--- src/rtl/psum_feeder.sv ---
// rtl/psum_feeder.sv - psum SRAM read sequencer feeding the SFU accumulator (optional RELU step: PSUM_FEEDER_RELU_EN)
module psum_feeder #(
    parameter int psum_bw = 16,
    parameter int addr_bw = 11,
    parameter int num_acc = 9,
    parameter int num_out = 16
) (
    input  logic               clk,
    input  logic               reset_n,
    input  logic               start,
    input  logic [psum_bw-1:0] thres_in,
    output logic               busy,
    output logic               done,
    output logic               mem_cen,
    output logic [addr_bw-1:0] mem_addr,
    input  logic [psum_bw-1:0] mem_rdata,
    output logic               sfu_reset,
    output logic               acc,
    output logic               relu,
    output logic [psum_bw-1:0] sfu_in,
    output logic [psum_bw-1:0] thres,
    input  logic [psum_bw-1:0] sfu_out,
    output logic               wb_valid,
    output logic [addr_bw-1:0] wb_addr,
    output logic [psum_bw-1:0] wb_data
);

    localparam int KW = (num_acc > 1) ? $clog2(num_acc) : 1;
    localparam int OW = (num_out > 1) ? $clog2(num_out) : 1;
    localparam logic [KW-1:0]      K_LAST = KW'(num_acc - 1);
    localparam logic [OW-1:0]      O_LAST = OW'(num_out - 1);
    localparam logic [addr_bw-1:0] NOUT_A = addr_bw'(num_out);

    typedef enum logic [2:0] {
        IDLE,
        CLR,
        RD,
        DRAIN,
        RELU,
        WB,
        DONE
    } state_t;

    state_t             state, state_n;
    logic [KW-1:0]      k, k_n;
    logic [OW-1:0]      o, o_n;
    logic [psum_bw-1:0] thres_r, thres_n;

    // State, counters and latched threshold register
    always_ff @(posedge clk or negedge reset_n) begin
        if (!reset_n) begin
            state   <= IDLE;
            k       <= '0;
            o       <= '0;
            thres_r <= '0;
        end else begin
            state   <= state_n;
            k       <= k_n;
            o       <= o_n;
            thres_r <= thres_n;
        end
    end

    // Next-state and counter sequencing; start only matters in IDLE
    always_comb begin
        state_n = state;
        k_n     = k;
        o_n     = o;
        thres_n = thres_r;
        case (state)
            IDLE: begin
                if (start) begin
                    thres_n = thres_in;
                    o_n     = '0;
                    state_n = CLR;
                end
            end
            CLR: begin
                k_n     = '0;
                state_n = RD;
            end
            RD: begin
                if (k == K_LAST) begin
                    k_n     = '0;
                    state_n = DRAIN;
                end else begin
                    k_n = k + 1'b1;
                end
            end
            DRAIN: begin
`ifdef PSUM_FEEDER_RELU_EN
                state_n = RELU;
`else
                state_n = WB;
`endif
            end
            RELU: state_n = WB;
            WB: begin
                if (o == O_LAST) begin
                    state_n = DONE;
                end else begin
                    o_n     = o + 1'b1;
                    state_n = CLR;
                end
            end
            DONE:    state_n = IDLE;
            default: state_n = IDLE;
        endcase
    end

    // Strobes decoded from state only; acc trails each read issue by the SRAM latency
    assign busy      = (state != IDLE);
    assign done      = (state == DONE);
    assign sfu_reset = (state == CLR);
    assign acc       = ((state == RD) && (k != '0)) || (state == DRAIN);
`ifdef PSUM_FEEDER_RELU_EN
    assign relu      = (state == RELU);
`else
    assign relu      = 1'b0;
`endif
    assign wb_valid  = (state == WB);
    assign mem_cen   = (state != RD);
    assign mem_addr  = (state == RD) ? (addr_bw'(k) * NOUT_A) + addr_bw'(o) : '0;
    assign wb_addr   = addr_bw'(o);
    assign sfu_in    = mem_rdata;
    assign thres     = thres_r;
    assign wb_data   = sfu_out;

endmodule

--- config.mk ---
export PLATFORM = sky130hd
export DESIGN_NAME = psum_feeder
export DESIGN_NICKNAME = d
export VERILOG_FILES = /design/src/rtl/psum_feeder.sv
export SDC_FILE = /design/constraint.sdc
export NUM_CORES = 1
export LEC_CHECK = 0
export CELL_PAD_IN_SITES_DETAIL_PLACEMENT = 0
export CELL_PAD_IN_SITES_GLOBAL_PLACEMENT = 1
export CORE_MARGIN = 2
export CORE_UTILIZATION = 40
export CTS_BUF_LIST = sky130_fd_sc_hd__clkbuf_8
export CTS_CLUSTER_SIZE = 16
export DETAILED_ROUTE_END_ITERATION = 6
export DONT_BUFFER_PORTS = 1
export PLACE_DENSITY = 0.73
export SLEW_MARGIN = 10
export SYNTH_ARGS = -nofsm -noshare
export SYNTH_HDL_FRONTEND = slang
export SYNTH_SLANG_ARGS = --single-unit
export TNS_END_PERCENT = 20
--- constraint.sdc ---
create_clock -name clk -period 1.42 [get_ports clk]
set_input_delay 0.142 -clock clk [delete_from_list [all_inputs] [get_ports clk]]
set_output_delay 0.142 -clock clk [all_outputs]
set_load 0.005 [all_outputs]
==> results of run 1 <==
## routing by layer
layer / routed length, um / share of wire / vias to the layer above / global-route usage
met5: 0 / 0 / - / 0
met4: 146 / 0.041 / 0 / 0.0900
met3: 355 / 0.099 / 28 / 0.0313
met2: 1820 / 0.51 / 58 / 0.246
met1: 1260 / 0.35 / 514 / 0.160
li1: - / - / 470 / -
## what timing repair did
action                     4_1_cts  5_1_grt
setup endpoints to repair       17       37
hold endpoints to repair        28        7
buffers inserted                 6        7
pin swaps                        3        1
hold buffers                     3        7
gates resized for setup         20       11
gates cloned                     0        1
## registers in the layout, indices dropped and copies added (netlist names)
| signal | cells |
|---|---|
| o | 4 |
| k | 4 |
| thres | 16 |
| state | 3 |
## cells by family after synthesis
group / Yosys count
XOR/XNOR: 1
AND/OR/NAND/NOR: 34
AO/OA/AOI/OAI: 15
flip-flops: 27
buffers and inverters: 55
multiplexers: 17
adder cells (fa/ha/maj): 3
other: 1
## path summary, 6_finish.rpt
kind                            slack, ns  cells past startpoint   endpoint    startpoint
worst max register to register      -0.17                      5   thres[1]      state[2]
max in group asynchronous            0.96                      2       o[2]       reset_n
worst max-delay path                -0.17                      5   thres[1]      state[2]
worst min register to register       0.53                      1   thres[0]      thres[0]
worst min-delay path                 0.02                      1  thres[15]  thres_in[15]
min in group asynchronous            0.30                      2       k[3]       reset_n
## area by class of cell
cell class	instances	area, um2
repair buffers	36	358
flip-flops and latches	27	676
inverters	8	32.5
clock inverters	1	5.00
fillers	373	2090
multi-input cells	81	704
clock buffers	3	41.3
well taps	50	62.6
## power breakdown
part           switching [W]  leakage [nW]  internal [W]
Combinational       0.000811         0.507       0.00110
Sequential          0.000272         0.335       0.00111
Clock               0.000231        0.0255      0.000196
## layout by cell type (no fill, tap or decap), types with 2 or more instances in the layout
cell type      netlist  layout
dfrtp_1             27      27
buf_4               46      18
conb_1               1      11
mux2_4               0       9
dlygate4sd3_1        0       9
mux2_2              12       6
buf_6                1       6
nand3_1              5       5
inv_1                5       4
nor2_2               0       4
and2_4               0       4
nor2_1               8       4
inv_2                3       3
o21ai_0              3       3
ha_1                 3       3
clkbuf_8             0       3
o2bb2ai_1            2       2
nor3_1               2       2
a21oi_1              2       2
buf_12               0       2
## Yosys cell counts, drive strengths merged (2+ instances only)
master,instances
a21oi,2
and2,4
buf,47
dfrtp,27
ha,3
inv,8
mux2,16
nand2,2
nand3,5
nand3b,2
nor2,8
nor3,2
nor3b,2
o21ai,4
o2bb2ai,2
or3,2
## stage by stage
step	hold slack (ns)	area, um2	setup TNS [ns]	instances	power [W]
final	0.0164	1880	-3.54	206	0.00371
after detailed placement	-0.153	1490	0	178	0.00264
after floorplan	-0.154	1670	0	163	0.00232
after global routing	0.00206	1880	-5.47	206	0.00399
after CTS	0.00672	1680	-2.52	191	0.00340
after global placement	-0.153	1490	0	178	0.00258
## critical path, cell delays in order, from the launching register on
cell and delay, ns:
dfrtp_1 0.41, buf_4 0.15, nor4b_4 0.25, buf_4 0.18, buf_4 0.15, mux2_2 0.33
==> results.rst, run 1 <==
.. list-table::
   :header-rows: 1

   * - Metric
     - Value
   * - Number of enable flip-flop cells after synthesis
     - 0
   * - Max_cap viols
     - 0
   * - Number of placement rows
     - 23
   * - Largest family of logic cells by synthesized area
     - buffers and inverters
   * - Number of register bits inferred by synthesis
     - 27
   * - Clock latency on the worst-skew pair
     - 0.27 ns
   * - Adder and majority cell fraction of the synthesized area
     - 0.0230
   * - Layout-stage area growth over the synthesis result
     - 15.3%
   * - Port Buf Inserts
     - 0
   * - Total wire length after detailed routing
     - 3.58 mm
   * - Starting utilization of the core area
     - 0.411
   * - Post-detailed-placement half-perimeter wirelength
     - 2.34 mm
   * - Post-synthesis async set-or-reset flop share
     - 1.00
   * - Number of clock buffers inserted by TritonCTS
     - 3
   * - RSZ-0062 raised after global routing
     - true
   * - Sink Count
     - 27
   * - Simple-gate share of the synthesized area
     - 0.132
   * - Post-Place Worst Slack
     - 0.00107 ns
   * - Post-route minimum period
     - 1.59 ns
   * - Post-route worst setup slack
     - -0.172 ns
   * - Overall via count from detail_route
     - 1070
   * - End-of-flow core utilization
     - 0.473
   * - Clk pin slew, worst setup/hold paths
     - about 0.090 ns
   * - Vias in the first global route
     - 1078
   * - Number of distinct library cell variants in the gate-level netlist after synthesis
     - 39
   * - Routed length per instance
     - about 17 um
   * - Data arrival time of the worst path
     - 1.75 ns
   * - TritonCTS clock tree
     - yes
   * - Synth Warn #
     - 0
   * - Worst vdd rail ir drop
     - slightly below 0.7 mV
   * - Share of the yosys chip area belonging to registers
     - 0.414
   * - Routability congestion estimate
     - around 0.74
   * - Die Span X
     - around 68 um
   * - Global Route Usage Sum
     - 0.143
   * - Clock skew after layout
     - around 0.003 ns
   * - Violation count after the first detailed-routing iteration
     - 33
   * - Final Hold Violating Endpoints
     - 0
   * - Xor/xnor cell area share of the yosys netlist
     - 0.00537
   * - Root cell of the clock tree
     - clkbuf_8
   * - Leading post-synthesis cells by cell area
     - dfrtp_1, buf_4, mux2_2, mux2_1, ha_1
   * - Power density normalized to cell area
     - 1980 mW/mm2
   * - Cell type contributing the most total cell area after synthesis
     - dfrtp_1
   * - Layout cell share with drive strength beyond 1
     - 0.429
   * - Cell area after synthesis
     - 0.00163 mm2
   * - Global route total overflow
     - 0
   * - First-pass GRT wire length
     - 4.97 mm
   * - Main synth FF type
     - dfrtp_1
   * - Type of the setup path with the least slack
     - reg -> reg
   * - Die footprint
     - 0.00460 mm2
   * - Maximum buffer depth of the clock tree
     - 2
   * - Area share of the leading cell type in the synthesized netlist
     - 0.414
   * - Count of antenna diodes in the layout
     - 0
   * - Number of antenna violations at the first check in global routing
     - 0
   * - Final number of max-transition violations
     - 0
   * - Violated checks
     - setup timing
   * - Peak clock frequency supported by timing
     - 628 MHz
   * - Worst-path fanout max
     - 6
   * - Leakage
     - 0.867 nW
   * - Nets
     - 211
   * - Count of pins on the block boundary
     - 128
   * - Category of the worst setup path launch point
     - flop
   * - Worst setup EP type
     - flop
   * - Number of routed nets with antenna violations
     - 0
   * - Fraction of synthesized area in multiplexers
     - 0.117
   * - Gate count of the mapped netlist
     - 153
   * - Total of endpoints with negative setup slack in the final report
     - 30
   * - Drt drc
     - 0
   * - Class of the most critical hold timing path
     - in -> reg
   * - Worst Path Required
     - 1.58 ns
   * - Max H-tree Level
     - 1
   * - Die height
     - 67.8 um
   * - First-pass DRT Iterations
     - 4
   * - Compound-Gate Fraction of Synth Area
     - 0.0691
   * - Largest net degree at the start of global routing
     - 28
   * - Syn_area_per_cell
     - 10.7 um2
   * - Core Box Area
     - 0.00397 mm2
   * - Final cycle utilization of the critical path
     - 1.12
   * - Number of vias per cell
     - 5.19
   * - Outcome
     - finished, violations left
No activity file was read; power rests on OpenSTA's default activity.
==> run 2, diff against run 1 <==
--- a/config.mk
+++ b/config.mk
@@ -8,12 +8,12 @@
 export CELL_PAD_IN_SITES_DETAIL_PLACEMENT = 0
 export CELL_PAD_IN_SITES_GLOBAL_PLACEMENT = 1
 export CORE_MARGIN = 2
-export CORE_UTILIZATION = 40
+export CORE_UTILIZATION = 41
 export CTS_BUF_LIST = sky130_fd_sc_hd__clkbuf_8
 export CTS_CLUSTER_SIZE = 16
 export DETAILED_ROUTE_END_ITERATION = 6
 export DONT_BUFFER_PORTS = 1
-export PLACE_DENSITY = 0.73
+export PLACE_DENSITY = 0.74
 export SLEW_MARGIN = 10
 export SYNTH_ARGS = -nofsm -noshare
 export SYNTH_HDL_FRONTEND = slang
==> run 2 against run 1 <==
The run still ends with setup timing left. Design area is 7.7% lower. Die area shrank 2.3%. Sequential power hardly changed. First-iteration DRC count increased by 120%. Core utilization decreased by 1.0 points. Wire length down 4.1%. Final cell count is 7.8% lower. Sequential share of layout area rose by 3.1 points. Hold slack worse by 0.0014 ns. Non-clock buffer count fell by 14. Largest cell class unchanged.
==> results.rst, run 2 (synthesis results as in run 1) <==
.. list-table::
   :header-rows: 1

   * - Metric
     - Value
   * - Die height
     - 67.1 um (-1.1%)
   * - Outcome
     - finished, violations left
   * - Data arrival time of the worst path
     - 1.42 ns (-0.33 ns)
   * - Placed inst area
     - 0.00148 mm2 (-0.67%)
   * - First-pass DRT Iterations
     - 4 (unchanged)
   * - Global route total overflow
     - 0 (unchanged)
   * - Max reg flops
     - 16 (unchanged)
   * - Class of the most critical hold timing path
     - in -> reg
   * - Final Hold Violating Endpoints
     - 0 (unchanged)
   * - Total wire length after detailed routing
     - 3.43 mm (-4.1%)
   * - Count of antenna diodes in the layout
     - 0 (unchanged)
   * - Layout-stage area growth over the synthesis result
     - 6.37%
   * - Power density normalized to cell area
     - 2040 mW/mm2 (+3.3%)
   * - Nets
     - 197 (-6.6%)
   * - Count of pins on the block boundary
     - 128 (unchanged)
   * - Setup TNS
     - -2.41 ns (+1.13 ns)
   * - Clk pin slew, worst setup/hold paths
     - 0.09 ns (about the same)
   * - Clock latency on the worst-skew pair
     - 0.27 ns (about the same)
   * - Leading cell type in the layout, fill and taps excluded
     - dfrtp_1
   * - Die Span X
     - 67.1 um (-1.1%)
   * - Sink Count
     - 27 (unchanged)
   * - Worst setup EP type
     - output pin
   * - Worst vdd rail ir drop
     - 0.841 mV (+21%)
   * - Number of placement rows
     - 22 (-4.3%)
   * - GRT busiest layer
     - met2
   * - Total of endpoints with negative setup slack in the final report
     - 29 (-3.3%)
   * - Overall via count from detail_route
     - 1024 (-4.3%)
   * - Global Route Usage Sum
     - 0.157 (+0.0142)
   * - Leakage
     - 0.789 nW (-9.0%)
   * - Maximum buffer depth of the clock tree
     - 2 (unchanged)
   * - Worst-path fanout max
     - 10 (+4)
   * - Number of cells in the finished layout apart from fillers
     - 190 (-7.8%)
   * - Number of clock buffers inserted by TritonCTS
     - 3 (unchanged)
   * - Max H-tree Level
     - 1 (unchanged)
   * - Starting utilization of the core area
     - 0.435 (+0.0250)
   * - Root cell of the clock tree
     - clkbuf_8
   * - Met2 track utilization from global routing
     - 0.266 (+0.0198)
   * - Type of the setup path with the least slack
     - reg -> out
   * - Fillers
     - 379 (+1.6%)
   * - Vias in the first global route
     - 1038 (-3.7%)
   * - Routed length per instance
     - 18.1 um (+4.0%)
   * - Number of antenna violations at the first check in global routing
     - 0 (unchanged)
   * - Post-route worst setup slack
     - -0.140 ns (+0.0319 ns)
   * - Final number of max-transition violations
     - 0 (unchanged)
   * - Critical path cell sequence
     - buf_4 > or3b_4 > inv_2 > buf_4
   * - Met3 track demand over resource
     - 0.0524 (+0.0211)
   * - Final Instance Area
     - 0.00173 mm2 (-7.7%)
   * - Worst Path Buf+Inv
     - 3 (unchanged)
   * - Number of cells in the design after placement
     - 175 (-1.7%)
   * - Peak clock frequency supported by timing
     - 641 MHz (+2.0%)
   * - Commonest non-fill, non-tap cells in the layout
     - dfrtp_1, mux2_4, buf_4
   * - Violated checks
     - setup timing
   * - Max_cap viols
     - 0 (unchanged)
   * - Longest individual stage delay on the worst path
     - 0.43 ns (+0.02 ns)
   * - TritonCTS clock tree
     - yes
   * - Delay-heaviest family, CP
     - simple AND/OR/NAND/NOR gates
   * - Global routing met1 resource utilization
     - 0.172 (+0.0120)
   * - RSZ-0062 raised after global routing
     - true
   * - Final cycle utilization of the critical path
     - 1.10 (-0.0225)
   * - Critical Path Slowest Stage Cell
     - or3b_4
   * - Post-route minimum period
     - 1.56 ns (-0.0319 ns)
   * - Clock skew after layout
     - 0.00521 ns (+0.00222 ns)
   * - Core Box Area
     - 0.00374 mm2 (-5.7%)
   * - Layout cell share with drive strength beyond 1
     - 0.394 (-0.0351)
   * - Largest net degree at the start of global routing
     - 28 (unchanged)
   * - Violation count after the first detailed-routing iteration
     - 73 (+120%)
   * - Category of the worst setup path launch point
     - flop
   * - End-of-flow core utilization
     - 0.463 (-0.00998)
   * - Number of vias per cell
     - 5.39 (+3.8%)
   * - Worst Path Required
     - 1.28 ns (-0.30 ns)
   * - Post-detailed-placement half-perimeter wirelength
     - 2.41 mm (+2.6%)
   * - Port Buf Inserts
     - 0 (unchanged)
   * - Die footprint
     - 0.00450 mm2 (-2.3%)
   * - Drt drc
     - 0 (unchanged)
   * - Routability congestion estimate
     - 0.788 (+6.2%)
   * - First-pass GRT wire length
     - 5.24 mm (+5.3%)
   * - Number of routed nets with antenna violations
     - 0 (unchanged)
   * - Most Frequent Cell on Critical Path
     - buf_4
## run 2: changes by cell type in the layout (fill, tap and decap cells not counted), sizes merged
cell and delta:
buf -8, dlygate4sd3 -5, clkbuf -1
## run 2: timing repair
| item | in CTS | in global routing |
|---|---|---|
| endpoints found under the setup margin | 22 | 34 |
| hold endpoints to repair | 27 | 3 |
| gates resized for setup | 28 | 2 |
| pin swaps | 2 | 0 |
| hold buffers | 2 | 3 |
| buffers inserted | 6 | 0 |
## run 2: layout make-up
class                   count  area [um2]  share of cell area
clock buffers               3        41.3              0.0238
clock inverters             1        5.00             0.00289
inverters                   8        30.0              0.0173
multi-input cells          81         706               0.407
flip-flops and latches     27         677               0.390
well taps                  48        60.1              0.0346
repair buffers             22         215               0.124
## run 2: through the flow
step                hold WS (ns)  worst slack [ns]  power, W
floorplan                 -0.154            0.0561   0.00232
global placement          -0.153            0.0222   0.00259
detailed placement        -0.153           0.00256   0.00266
CTS                      0.00137            -0.138   0.00352
global route            0.000144            -0.235   0.00380
finish                    0.0149            -0.140   0.00354
## run 2: power breakdown
| group | switching [W] | total, W | leakage (nW) | internal [W] |
|---|---|---|---|---|
| logic | 0.000752 | 0.00172 | 0.430 | 0.000967 |
| clock network | 0.000233 | 0.000430 | 0.0255 | 0.000196 |
| registers | 0.000281 | 0.00139 | 0.333 | 0.00111 |
| total | 0.00127 | 0.00354 | 0.789 | 0.00227 |
## run 2: final timing paths
check	cells past startpoint	end	slack, ns	start
min	1	thres[5]	0.01	thres_in[5]
max in group asynchronous	2	state[2]	0.96	reset_n
min in group asynchronous	2	k[2]	0.29	reset_n
max reg2reg	4	thres[2]	-0.11	state[1]
max	4	sfu_reset	-0.14	state[1]
min reg2reg	1	thres[11]	0.55	thres[11]
## run 2: metal layers
| metal | wire length (um) | share of wire |
|---|---|---|
| met1 | 1230 | 0.36 |
| met2 | 1770 | 0.51 |
| met3 | 339 | 0.099 |
| met4 | 97 | 0.028 |
| met5 | 0 | 0 |
